<file path="src/rtl/hazard_stall_ctrl.sv">
`default_nettype none
// ============================================================================
// Module      : hazard_stall_ctrl
// Description : Stall / bubble controller for a five-stage pipeline.
//               Mirrors the destination register and result-readiness (Tnew)
//               of the instructions in EX and MEM. Each cycle it compares them
//               against the source registers and use-deadlines (Tuse) of the
//               instruction in ID. While a hazard stands it freezes PC and
//               IF/ID and flushes a bubble into ID/EX. When the optional
//               multiply/divide-unit (MDU) tracking is built in, it also
//               holds MDU instructions in ID while the MDU is busy.
//
// Build option: HAZARD_MDU_STALL_EN
//               defined   -> E_md, md_cnt and the MDU hazard term are present;
//                            md_busy reflects md_cnt != 0.
//               undefined -> MDU tracking removed, md_busy tied to 0,
//                            ID_md_use / ID_md_start ignored.
//
// Parameters  : MULT_CYCLES  MDU busy cycles after a multiply starts (1..15)
//               DIV_CYCLES   MDU busy cycles after a divide starts   (1..15)
//
// Ports       : clk          clock, rising edge
//               reset        asynchronous, active-low; clears all state
//               ID_rs/ID_rt  source registers of the ID instruction
//               ID_Tuse_rs/rt cycles until operand consumed (3 = not read)
//               ID_A3        destination of the ID instruction (0 = none)
//               ID_Tnew      cycles after entering EX until forwardable
//               ID_md_use    ID instruction uses the MDU
//               ID_md_start  00 none, 01 multiply, 10 divide, 11 as 00
//               stall        hazard present this cycle (combinational)
//               PC_en        ~stall
//               IF_ID_en     ~stall
//               ID_EX_flush  stall
//               md_busy      MDU countdown non-zero
//
// Revision    : 1.0 - initial release
// ============================================================================
module hazard_stall_ctrl #(
    parameter int MULT_CYCLES = 5,
    parameter int DIV_CYCLES  = 10
) (
    input  logic       clk,
    input  logic       reset,
    input  logic [4:0] ID_rs,
    input  logic [4:0] ID_rt,
    input  logic [1:0] ID_Tuse_rs,
    input  logic [1:0] ID_Tuse_rt,
    input  logic [4:0] ID_A3,
    input  logic [1:0] ID_Tnew,
    input  logic       ID_md_use,
    input  logic [1:0] ID_md_start,
    output logic       stall,
    output logic       PC_en,
    output logic       IF_ID_en,
    output logic       ID_EX_flush,
    output logic       md_busy
);

    // ------------------------------------------------------------------------
    // Constants
    // ------------------------------------------------------------------------
    localparam logic [1:0] c_MD_NONE = 2'b00;
    localparam logic [1:0] c_MD_MULT = 2'b01;
    localparam logic [1:0] c_MD_DIV  = 2'b10;

    localparam logic [3:0] c_MULT_CYCLES = 4'(MULT_CYCLES);
    localparam logic [3:0] c_DIV_CYCLES  = 4'(DIV_CYCLES);

    // The countdown is four bits wide; anything outside 1..15 would either
    // never mark the MDU busy or silently wrap.
    if (MULT_CYCLES < 1 || MULT_CYCLES > 15) begin : g_bad_mult_cycles
        $error("hazard_stall_ctrl: MULT_CYCLES must be in 1..15");
    end
    if (DIV_CYCLES < 1 || DIV_CYCLES > 15) begin : g_bad_div_cycles
        $error("hazard_stall_ctrl: DIV_CYCLES must be in 1..15");
    end

    // ------------------------------------------------------------------------
    // Tracked pipeline state (EX and MEM mirrors)
    // ------------------------------------------------------------------------
    logic [4:0] E_A3_q,   E_A3_d;
    logic [1:0] E_Tnew_q, E_Tnew_d;
    logic [4:0] M_A3_q,   M_A3_d;
    logic [1:0] M_Tnew_q, M_Tnew_d;

    logic w_haz_rs;
    logic w_haz_rt;
    logic w_haz_md;
    logic w_stall;

    // ------------------------------------------------------------------------
    // Data hazard check for one source operand.
    // Register 0 is hardwired, so it never depends on anything. An operand
    // that is not read carries Tuse = 3, which can never be below a 2-bit
    // Tnew, so it drops out without a special case.
    // ------------------------------------------------------------------------
    function automatic logic f_src_hazard(
        input logic [4:0] src,
        input logic [1:0] tuse,
        input logic [4:0] e_a3,
        input logic [1:0] e_tnew,
        input logic [4:0] m_a3,
        input logic [1:0] m_tnew
    );
        logic hit_e;
        logic hit_m;
        hit_e = (src == e_a3) && (tuse < e_tnew);
        hit_m = (src == m_a3) && (tuse < m_tnew);
        return (src != 5'd0) && (hit_e || hit_m);
    endfunction

    assign w_haz_rs = f_src_hazard(ID_rs, ID_Tuse_rs, E_A3_q, E_Tnew_q, M_A3_q, M_Tnew_q);
    assign w_haz_rt = f_src_hazard(ID_rt, ID_Tuse_rt, E_A3_q, E_Tnew_q, M_A3_q, M_Tnew_q);

    // All hazard sources collapse into one stall; overlapping data and MDU
    // hazards therefore cost a single cycle, not two.
    assign w_stall = w_haz_rs || w_haz_rt || w_haz_md;

    // ------------------------------------------------------------------------
    // Next-state for the EX/MEM mirrors
    // ------------------------------------------------------------------------
    always_comb begin
        // MEM inherits EX; its readiness moves one cycle closer, floored at 0
        // so an instruction that has reached WB can never cause a stall.
        M_A3_d   = E_A3_q;
        M_Tnew_d = (E_Tnew_q != 2'd0) ? (E_Tnew_q - 2'd1) : 2'd0;

        // A stall injects a bubble into EX, mirroring the ID/EX flush.
        if (w_stall) begin
            E_A3_d   = 5'd0;
            E_Tnew_d = 2'd0;
        end else begin
            E_A3_d   = ID_A3;
            E_Tnew_d = ID_Tnew;
        end
    end

    always_ff @(posedge clk or negedge reset) begin
        if (!reset) begin
            E_A3_q   <= 5'd0;
            E_Tnew_q <= 2'd0;
            M_A3_q   <= 5'd0;
            M_Tnew_q <= 2'd0;
        end else begin
            E_A3_q   <= E_A3_d;
            E_Tnew_q <= E_Tnew_d;
            M_A3_q   <= M_A3_d;
            M_Tnew_q <= M_Tnew_d;
        end
    end

    // ------------------------------------------------------------------------
    // Multiply/divide unit tracking
    // ------------------------------------------------------------------------
`ifdef HAZARD_MDU_STALL_EN
    logic [1:0] E_md_q,   E_md_d;
    logic [3:0] md_cnt_q, md_cnt_d;

    always_comb begin
        // Only real start codes enter EX; 11 and bubbles both become "none".
        E_md_d = c_MD_NONE;
        if (!w_stall && ((ID_md_start == c_MD_MULT) || (ID_md_start == c_MD_DIV))) begin
            E_md_d = ID_md_start;
        end

        // The start in EX loads the countdown; a start arriving while the
        // counter is still running simply reloads it.
        md_cnt_d = md_cnt_q;
        if (E_md_q == c_MD_MULT) begin
            md_cnt_d = c_MULT_CYCLES;
        end else if (E_md_q == c_MD_DIV) begin
            md_cnt_d = c_DIV_CYCLES;
        end else if (md_cnt_q != 4'd0) begin
            md_cnt_d = md_cnt_q - 4'd1;
        end
    end

    always_ff @(posedge clk or negedge reset) begin
        if (!reset) begin
            E_md_q   <= c_MD_NONE;
            md_cnt_q <= 4'd0;
        end else begin
            E_md_q   <= E_md_d;
            md_cnt_q <= md_cnt_d;
        end
    end

    // A start sitting in EX has not loaded the counter yet, so it must block
    // MDU users on its own for that first cycle.
    assign w_haz_md = ID_md_use && ((E_md_q != c_MD_NONE) || (md_cnt_q != 4'd0));
    assign md_busy  = (md_cnt_q != 4'd0);
`else
    // MDU tracking not built: its inputs and the cycle counts have no effect.
    logic w_md_unused;
    assign w_md_unused = ^{ID_md_use, ID_md_start, c_MULT_CYCLES, c_DIV_CYCLES,
                           c_MD_MULT, c_MD_DIV};
    assign w_haz_md    = 1'b0;
    assign md_busy     = 1'b0;
`endif

    // ------------------------------------------------------------------------
    // Pipeline register controls
    // ------------------------------------------------------------------------
    assign stall       = w_stall;
    assign PC_en       = ~w_stall;
    assign IF_ID_en    = ~w_stall;
    assign ID_EX_flush = w_stall;

endmodule
`default_nettype wire

</file>
<file path="config.mk">
export PLATFORM = sky130hd
export DESIGN_NAME = hazard_stall_ctrl
export DESIGN_NICKNAME = d
export VERILOG_FILES = /design/src/rtl/hazard_stall_ctrl.sv
export SDC_FILE = /design/constraint.sdc
export NUM_CORES = 1
export LEC_CHECK = 0
export ABC_AREA = 1
export ABC_CLOCK_PERIOD_IN_PS = 1800
export CORE_MARGIN = 5
export CORE_UTILIZATION = 45
export CTS_CLUSTER_SIZE = 12
export DETAILED_ROUTE_END_ITERATION = 6
export GPL_ROUTABILITY_DRIVEN = 0
export PLACE_DENSITY = 0.79
export SLEW_MARGIN = 10
export SYNTH_ARGS = -nofsm -noshare
export SYNTH_HDL_FRONTEND = slang
export SYNTH_SLANG_ARGS = --single-unit
</file>
<file path="constraint.sdc">
create_clock -name clk -period 1.8 [get_ports clk]
set_clock_uncertainty 0.05 [all_clocks]
set_input_delay 0.36 -clock clk [delete_from_list [all_inputs] [get_ports clk]]
set_output_delay 0.36 -clock clk [all_outputs]
set_load 0.1 [all_outputs]
</file>
# Word-level counts from Yosys, hierarchy flattened
# Cells that the tools add are included.
# op_classes
n_addsub	1
n_lt_le_gt_ge	4
eq_ne	4
bitwise_logic	1
n_mux	3
n_reduce_logical	12
# ops
operator	n
$eq 5x5->1	4
$reduce_bool 5->1	2
$lt 2x2->1	4
$logic_and 1x1->1	6
$mux 5	1
$mux 2	2
$logic_or 1x1->1	3
$reduce_bool 2->1	1
$sub 2x1->2 const B	1
$not 1->1	1
# totals
word_cells	29
reg_bits	14
in_bits	26

# Longest topological paths before layout
# Gate-level depths: netlist (run 1).
# logic_depth
word_depth	6
ltp_mapped	12
ltp_nobuf	11

# Worst setup path after synthesis (run 1)
# No wires, ideal clock.
# synth_timing
path_type	reg-to-output
from	register E_Tnew_q[1]
to	output port PC_en
arrival_time_ps	2344
path_buffers	1
path_slack_ps	-954
path_stages_with_launch	12
cell_sequence	dfrtp_1 > inv_1 > ha_1 > inv_1 > nor2_1 > nor2_1 > nand3_1 > nand2_1 > nand2_1 > nand2_4 > inv_1 > buf_4
# synth_via
elab_chain_cells	6
word_cells_on_any_way	10
classes_between	order compare (2); bitwise (1); reduce/logical (7)
# synth_lines
element	line	source
from (decl)	82	logic [1:0] E_Tnew_q, E_Tnew_d;
from (signal assigned)	146	E_Tnew_q <= E_Tnew_d;
$lt 2x2->1	107	hit_e = (src == e_a3) && (tuse < e_tnew);
$logic_and 1x1->1	107	
$logic_or 1x1->1	109	return (src != 5'd0) && (hit_e || hit_m);
$logic_and 1x1->1	109	
$logic_or 1x1->1 (*)	117	assign w_stall = w_haz_rs || w_haz_rt || w_haz_md;
net ID_EX_flush	55	output logic ID_EX_flush,
$not 1->1 (*)	n/a	
to (decl)	53	output logic PC_en,
# Mark *: on every way through the listed nets, which the timed path passes. The rest lies on a longest branch.

# Worst setup path after layout (run 1)
# layout_timing
from	input port ID_Tuse_rt[1]
to	output port PC_en
# layout_via
elab_chain_cells	6
word_cells_on_any_way	8
classes_between	order compare (2); bitwise (1); reduce/logical (5)
# layout_lines
element	line	source
from (decl)	47	input logic [1:0] ID_Tuse_rt,
$lt 2x2->1 (on tied branches)	107, 108	
$logic_and 1x1->1 (on tied branches)	107, 108	
$logic_or 1x1->1 (*)	109	
$logic_and 1x1->1 (*)	109	
$logic_or 1x1->1 (*)	117	
$not 1->1 (*)	205	assign PC_en = ~w_stall;
# Every way passes the cells marked *; elsewhere a longest branch is shown, timed or not.

==> metrics.cfg, run 1 <==
[outcome]
status = finished, violations left
violations = negative setup slack

[finish]
drive_gt1_share_pct = 18.3
diodes = 0
syn2layout_area_growth_pct = 54.4
utilization_pct = 73.1
finalNetCount = 211
n_fill_cell = 152

[global_routing]
antenna_found_initial = 0
grt.overflow.total = 0
grt_start_max_net_pins = 15
grt_pass1_wl_mm = 3.81
grt_pass1_vias = 945
track_usage_pct = 14.8

[drt]
drtPass1Iterations = 4
postRouteAntennaNets = 0
vias = 915
drt_iter0_drc = 9
vias_per_cell = 4.42
drt_wl_total_mm = 2.12
wire_per_inst_um = 10.2
drcViolationCount = 0

[die]
rows = 16
core_area_mm2 = 0.00198
die_area_mm2 = 0.00310
fp.dieW_um = 55.7
io_pins = 31
die_y_um = 55.7
initial_utilization_pct = 47.3

[worst_hold_path]
hold_path.class = flop to flop
hp-start = E_A3_q[3]$_DFF_PN0_

[sta]
setup_slack_ns = -0.406
post-route-min-period_ns = 2.21
finalHoldViolations = 0
drv_slew = 0
tightest_slew_ns = 0.583
setup_tns_ns = -1.54
rsz0062_at_grt = yes
slew_headroom_pct = 61.0
fin_crit_sh_pct = 123
setup_viol_count_final = 4
max_freq_mhz = 453

[power]
power.total_mw = 0.949
irDropWorstVdd_mv = 0.550
p_leak_nw = 0.827
pwr_density_cell_mw_per_mm2 = 655

[synthesis]
async_flop_share_pct = 100
synth_cell_types = 16
avgSynthCellArea_um2 = 6.61
yosys_warnings = 0
yosysTopAreaCell = dfrtp_1
ys_top_cells_by_count = nand2_1, inv_1, nor2_1, dfrtp_1, nand3_1
syn-cell-area_um2 = 938
synth_area_leaders = dfrtp_1, nand2_1, inv_1, nor2_1, ha_1
synth_top_area_share_pct = 37.3
syn-num-nets = 172
synth_edf_count = 0
syn-instance-count = 142
synth.most_common_cell = nand2_1
synth_flop_cell = dfrtp_1
synth_seq_cells = 14
yosysSeqAreaShare_pct = 37.3

[setup_path]
end_kind = output port
path_max_fanout = 2
crit_type = input port to output port
r2r_start = E_Tnew_q[1]$_DFF_PN0_
worstSetupStartpointType = input port
startpoint = ID_Tuse_rt[1]
critPathRequiredTime_ns = 1.39
worstPathArrival_ns = 1.80

[placement]
dp_hpwl_mm = 1.76
io_buffer_count = 26

[clocking]
numCtsBuffers = 3
cts_htree_levels = 1
clockBufferDepth = 2
clkLatencyLatePin_ns = 0.26
clock-sinks = 14
tritoncts = done
clockRootBuffer = clkbuf_4
cts.clk_slew.worst_paths_ns = 0.07

[run]
max_cap_viol_count = 0

[flip-flops by register name, summed over array words and instances (netlist names)]
name      flops
M_Tnew_q      2
E_Tnew_q      2
M_A3_q        5
E_A3_q        5
[power breakdown]
group | internal [mW] | switching (mW) | leakage, nW
registers | 0.344 | 0.0273 | 0.168
logic | 0.164 | 0.204 | 0.638
clock network | 0.123 | 0.0867 | 0.0210
[layer usage]
metal	GRT usage, %	up-vias	part of all wire [%]
met2	26.0	28	52
met3	3.02	2	5.9
met1	17.5	400	41
met4	5.56	0	1.2
met5	0	-	0
li1	-	485	-
[cell type report]
class / count / area [µm²] / share of cell area (%)
multi-input cells: 92 / 498 / 34.4
repair buffers: 37 / 403 / 27.8
flip-flops and latches: 14 / 350 / 24.2
inverters: 33 / 128 / 8.81
clock buffers: 4 / 36.3 / 2.50
well taps: 27 / 33.8 / 2.33
[through the flow]
step | hold WS, ns | std cells | area, µm² | setup slack (ns)
detailed placement | 0.352 | 201 | 1350 | -0.548
floorplan | 0.0144 | 142 | 966 | -0.694
global placement | 0.347 | 201 | 1350 | -0.531
finish | 0.367 | 207 | 1450 | -0.406
CTS | 0.369 | 206 | 1420 | -0.439
global route | 0.390 | 207 | 1450 | -0.522
[critical path: stages]
cell and delay [ns]:
dlygate4sd2_1 0.29, ha_4 0.25, o21ai_1 0.07, nand2_1 0.06
nor2_1 0.11, nand2_1 0.06, nand2_1 0.07, nand2_2 0.09
nand2_8 0.10, clkinvlp_4 0.12, buf_12 0.19
[worst paths after layout]
kind	endpoint	cells past startpoint	slack [ns]
worst min register to register	M_A3_q[3]$_DFF_PN0_	0	0.37
worst min-delay path	M_A3_q[3]$_DFF_PN0_	0	0.37
min in group asynchronous	M_A3_q[0]$_DFF_PN0_	1	0.41
worst max-delay path	PC_en	11	-0.41
max in group asynchronous	M_A3_q[4]$_DFF_PN0_	1	0.91
worst max register to register	E_Tnew_q[1]$_DFF_PN0_	12	0.13
[cells by family after synthesis]
kind of cell / Yosys count / synth area share, %
AO/OA/AOI/OAI: 6 / 3.20
XOR/XNOR: 6 / 5.60
adder cells (fa/ha/maj): 4 / 5.33
buffers and inverters: 36 / 15.6
flip-flops: 14 / 37.3
other: 1 / 0.400
AND/OR/NAND/NOR: 75 / 32.5
[layout by cell type (no fill, tap or decap)]
| cell type | synthesis | routed |
|---|---|---|
| a21oi_1 | 2 | 1 |
| a21oi_2 | 0 | 1 |
| buf_12 | 0 | 5 |
| buf_4 | 3 | 10 |
| clkbuf_4 | 0 | 3 |
| clkbuf_8 | 0 | 1 |
| clkdlybuf4s50_1 | 0 | 10 |
| clkinvlp_4 | 0 | 1 |
| conb_1 | 1 | 1 |
| dfrtp_1 | 14 | 14 |
| dlygate4sd2_1 | 0 | 6 |
| dlymetal6s2s_1 | 0 | 6 |
| ha_1 | 4 | 1 |
| ha_4 | 0 | 3 |
| inv_1 | 33 | 28 |
| inv_2 | 0 | 4 |
| nand2_1 | 43 | 42 |
| nand2_2 | 1 | 2 |
| nand2_8 | 0 | 1 |
| nand3_1 | 7 | 7 |
| nor2_1 | 20 | 20 |
| nor2_2 | 1 | 1 |
| nor3_1 | 2 | 2 |
| o21ai_0 | 4 | 2 |
| o21ai_1 | 0 | 1 |
| o21ai_2 | 0 | 1 |
| xnor2_1 | 3 | 3 |
| xor2_1 | 3 | 3 |
[timing repair]
action | CTS | global route
setup endpoints to repair | 7 | 11
endpoints found under the hold margin | 0 | 0
gates resized for setup | 15 | 7
hold buffers | 0 | 0
pin swaps | 8 | 2
buffers inserted | 1 | 1
(Power assumes the default switching activity.)
==> inputs of run 2 (changes only) <==
--- a/config.mk
+++ b/config.mk
@@ -10,4 +10,5 @@
 export CORE_MARGIN = 5
 export CORE_UTILIZATION = 45
+export CTS_BUF_LIST = sky130_fd_sc_hd__clkbuf_8 sky130_fd_sc_hd__clkbuf_16
 export CTS_CLUSTER_SIZE = 12
 export DETAILED_ROUTE_END_ITERATION = 6
==> constraint.sdc (replaced) <==
create_clock -name clk -period 1.8 [get_ports clk]
set_clock_uncertainty 0.05 [all_clocks]
set_input_delay 0.18 -clock clk [delete_from_list [all_inputs] [get_ports clk]]
set_output_delay 0.18 -clock clk [all_outputs]
set_load 0.1 [all_outputs]
==> run 2 against run 1 <==
  * Global-route usage is 0.090 points higher
  * Via count grew 3.2%
  * Sequential cell count stayed put
  * Sequential share of layout area fell by 0.19 points
  * Power is 9.6% higher
  * Utilization grew 0.57 points
  * The run still ends with negative setup slack left
  * Final cell count down 1.4%
  * Clock power up 38%
  * Sequential power barely moved
  * Die area unchanged
  * Register-to-register slack got worse by 0.04 ns
  * Non-clock buffer count down 3
==> metrics.cfg, run 2 (synthesis gave the netlist of run 1 again) <==
[clocking]
clkLatencyLatePin_ns = 0.24  ; -0.02 ns
cts_htree_levels = 1  ; unchanged
cts.clk_slew.worst_paths_ns = 0.05  ; -0.02 ns
cts_setup_buffers = 0  ; -1
ctsHoldBuffers = 0  ; unchanged
clockRootBuffer = clkbuf_8
clock-sinks = 14  ; unchanged
numCtsBuffers = 3  ; unchanged
tritoncts = done
clockBufferDepth = 2  ; unchanged

[drt]
drt_wl_total_mm = 2.28  ; +7.9%
vias = 944  ; +3.2%
drcViolationCount = 0  ; unchanged
drtPass1Iterations = 4  ; unchanged
wire_per_inst_um = 11.2  ; +9.5%
vias_per_cell = 4.63  ; +4.7%
postRouteAntennaNets = 0  ; unchanged
drt_iter0_drc = 45  ; +36

[sta]
drv_slew = 0  ; unchanged
rsz0062_at_grt = yes
post-route-min-period_ns = 2.02  ; -0.190 ns
max_freq_mhz = 496  ; +9.4%
fin_crit_sh_pct = 112  ; -11 points
slew_headroom_pct = 61.7  ; +0.66 points
hold_slack_ns = 0.262  ; -0.104 ns
tightest_slew_ns = 0.573  ; -0.00993 ns
setup_tns_ns = -0.793  ; +0.746 ns
setup_viol_count_final = 4  ; unchanged
setup_slack_ns = -0.216  ; +0.190 ns
finalHoldViolations = 0  ; unchanged

[die]
fp.dieW_um = 55.7  ; unchanged
die_area_mm2 = 0.00310  ; unchanged
die_y_um = 55.7  ; unchanged
initial_utilization_pct = 47.3  ; unchanged
io_pins = 31  ; unchanged
core_area_mm2 = 0.00198  ; unchanged
rows = 16  ; unchanged

[outcome]
status = finished, violations left
violations = negative setup slack

[setup_path]
reg2reg_depth = 12  ; unchanged
end_kind = output port
path_cells = inv_2, ha_4, o21ai_2, nand2_1, nor2_1, nand2_1, nand2_1, nand2_2, nand2_8, clkinvlp_4, buf_12
worstSetupStartpointType = flop
cp_top_family = simple AND/OR/NAND/NOR gates
crit_type = flop to output port
path_max_fanout = 3  ; +1
critPathRequiredTime_ns = 1.57  ; +0.18 ns
crit_buf_inv = 3  ; unchanged
critPathSlowestCell = dfrtp_1
crit_cells = 11  ; unchanged
worstPathArrival_ns = 1.79  ; about the same
slowest_delay_ns = 0.38  ; +0.09 ns
path_common_cell = nand2_1

[global_routing]
grt_start_max_net_pins = 15  ; unchanged
antenna_found_initial = 0  ; unchanged
grt.overflow.total = 0  ; unchanged
grt_pass1_vias = 930  ; -1.6%
track_usage_pct = 14.9  ; +0.090 points
grt_pass1_wl_mm = 3.77  ; -1.1%

[run]
max_cap_viol_count = 0  ; unchanged

[finish]
reg.largest.list = E_A3_q x5, M_A3_q x5
diodes = 0  ; unchanged
finalNetCount = 208  ; -1.4%
final_common_cell = nand2_1
mostFrequentLayoutCells = nand2_1, inv_1, clkdlybuf4s50_1, nor2_1, dfrtp_1
syn2layout_area_growth_pct = 55.6
drive_gt1_share_pct = 18.1  ; -0.25 points
fin_area_mm2 = 0.00146  ; +0.78%

[placement]
place_worst_setup_slack_ns = -0.230  ; +0.319 ns
dpl_cell_area_mm2 = 0.00134  ; -0.56%
io_buffer_count = 26  ; unchanged
dp_hpwl_mm = 1.84  ; +4.8%

[worst_hold_path]
hold_path.class = input port to asynchronous set/reset pin

[power]
irDropWorstVdd_mv = 0.601  ; +9.3%
power.total_mw = 1.04  ; +9.6%
pwr_density_cell_mw_per_mm2 = 712  ; +8.7%
p_leak_nw = 0.773  ; -6.5%

run 2: cell type report:
class,instances,area [µm²]
clock buffer,4,55.1
inverter,33,128
tap,27,33.8
fill,148,522
sequential,14,350
timing repair buffer,34,374
multi-input combinational,92,519
run 2: repair_timing:
| action | in CTS | in global routing |
|---|---|---|
| resized for setup | 6 | 8 |
| endpoints found under the setup margin | 4 | 9 |
| pin swaps | 7 | 13 |
run 2: stage by stage:
step / utilization, % / cells
floorplan: - / 142
global placement: 67.5 / 200
detailed placement: 67.5 / 200
CTS: 71.0 / 204
global route: 73.7 / 204
finish: 73.7 / 204
run 2: worst paths after layout:
check / startpoint / end / slack, ns
setup / recovery: E_Tnew_q[1]$_DFF_PN0_ / PC_en / -0.22
hold / removal: reset / E_A3_q[3]$_DFF_PN0_ / 0.26
setup reg to reg: E_Tnew_q[1]$_DFF_PN0_ / E_A3_q[2]$_DFF_PN0_ / 0.09
hold reg to reg: E_A3_q[3]$_DFF_PN0_ / M_A3_q[3]$_DFF_PN0_ / 0.38
max in group asynchronous: reset / M_A3_q[0]$_DFF_PN0_ / 1.06
min in group clk: E_A3_q[3]$_DFF_PN0_ / M_A3_q[3]$_DFF_PN0_ / 0.38
run 2: power by group:
part           switching, mW  internal (mW)  total (mW)
Sequential            0.0275          0.345       0.372
Clock                 0.0956          0.193       0.289
Combinational          0.212          0.167       0.379
Total                  0.335          0.705        1.04
run 2: layer usage:
layer  track usage, %  share of wire (%)
met2             27.7                 52
met5                0                  0
met3             3.71                8.4
met4             6.60                1.9
met1             15.5                 37
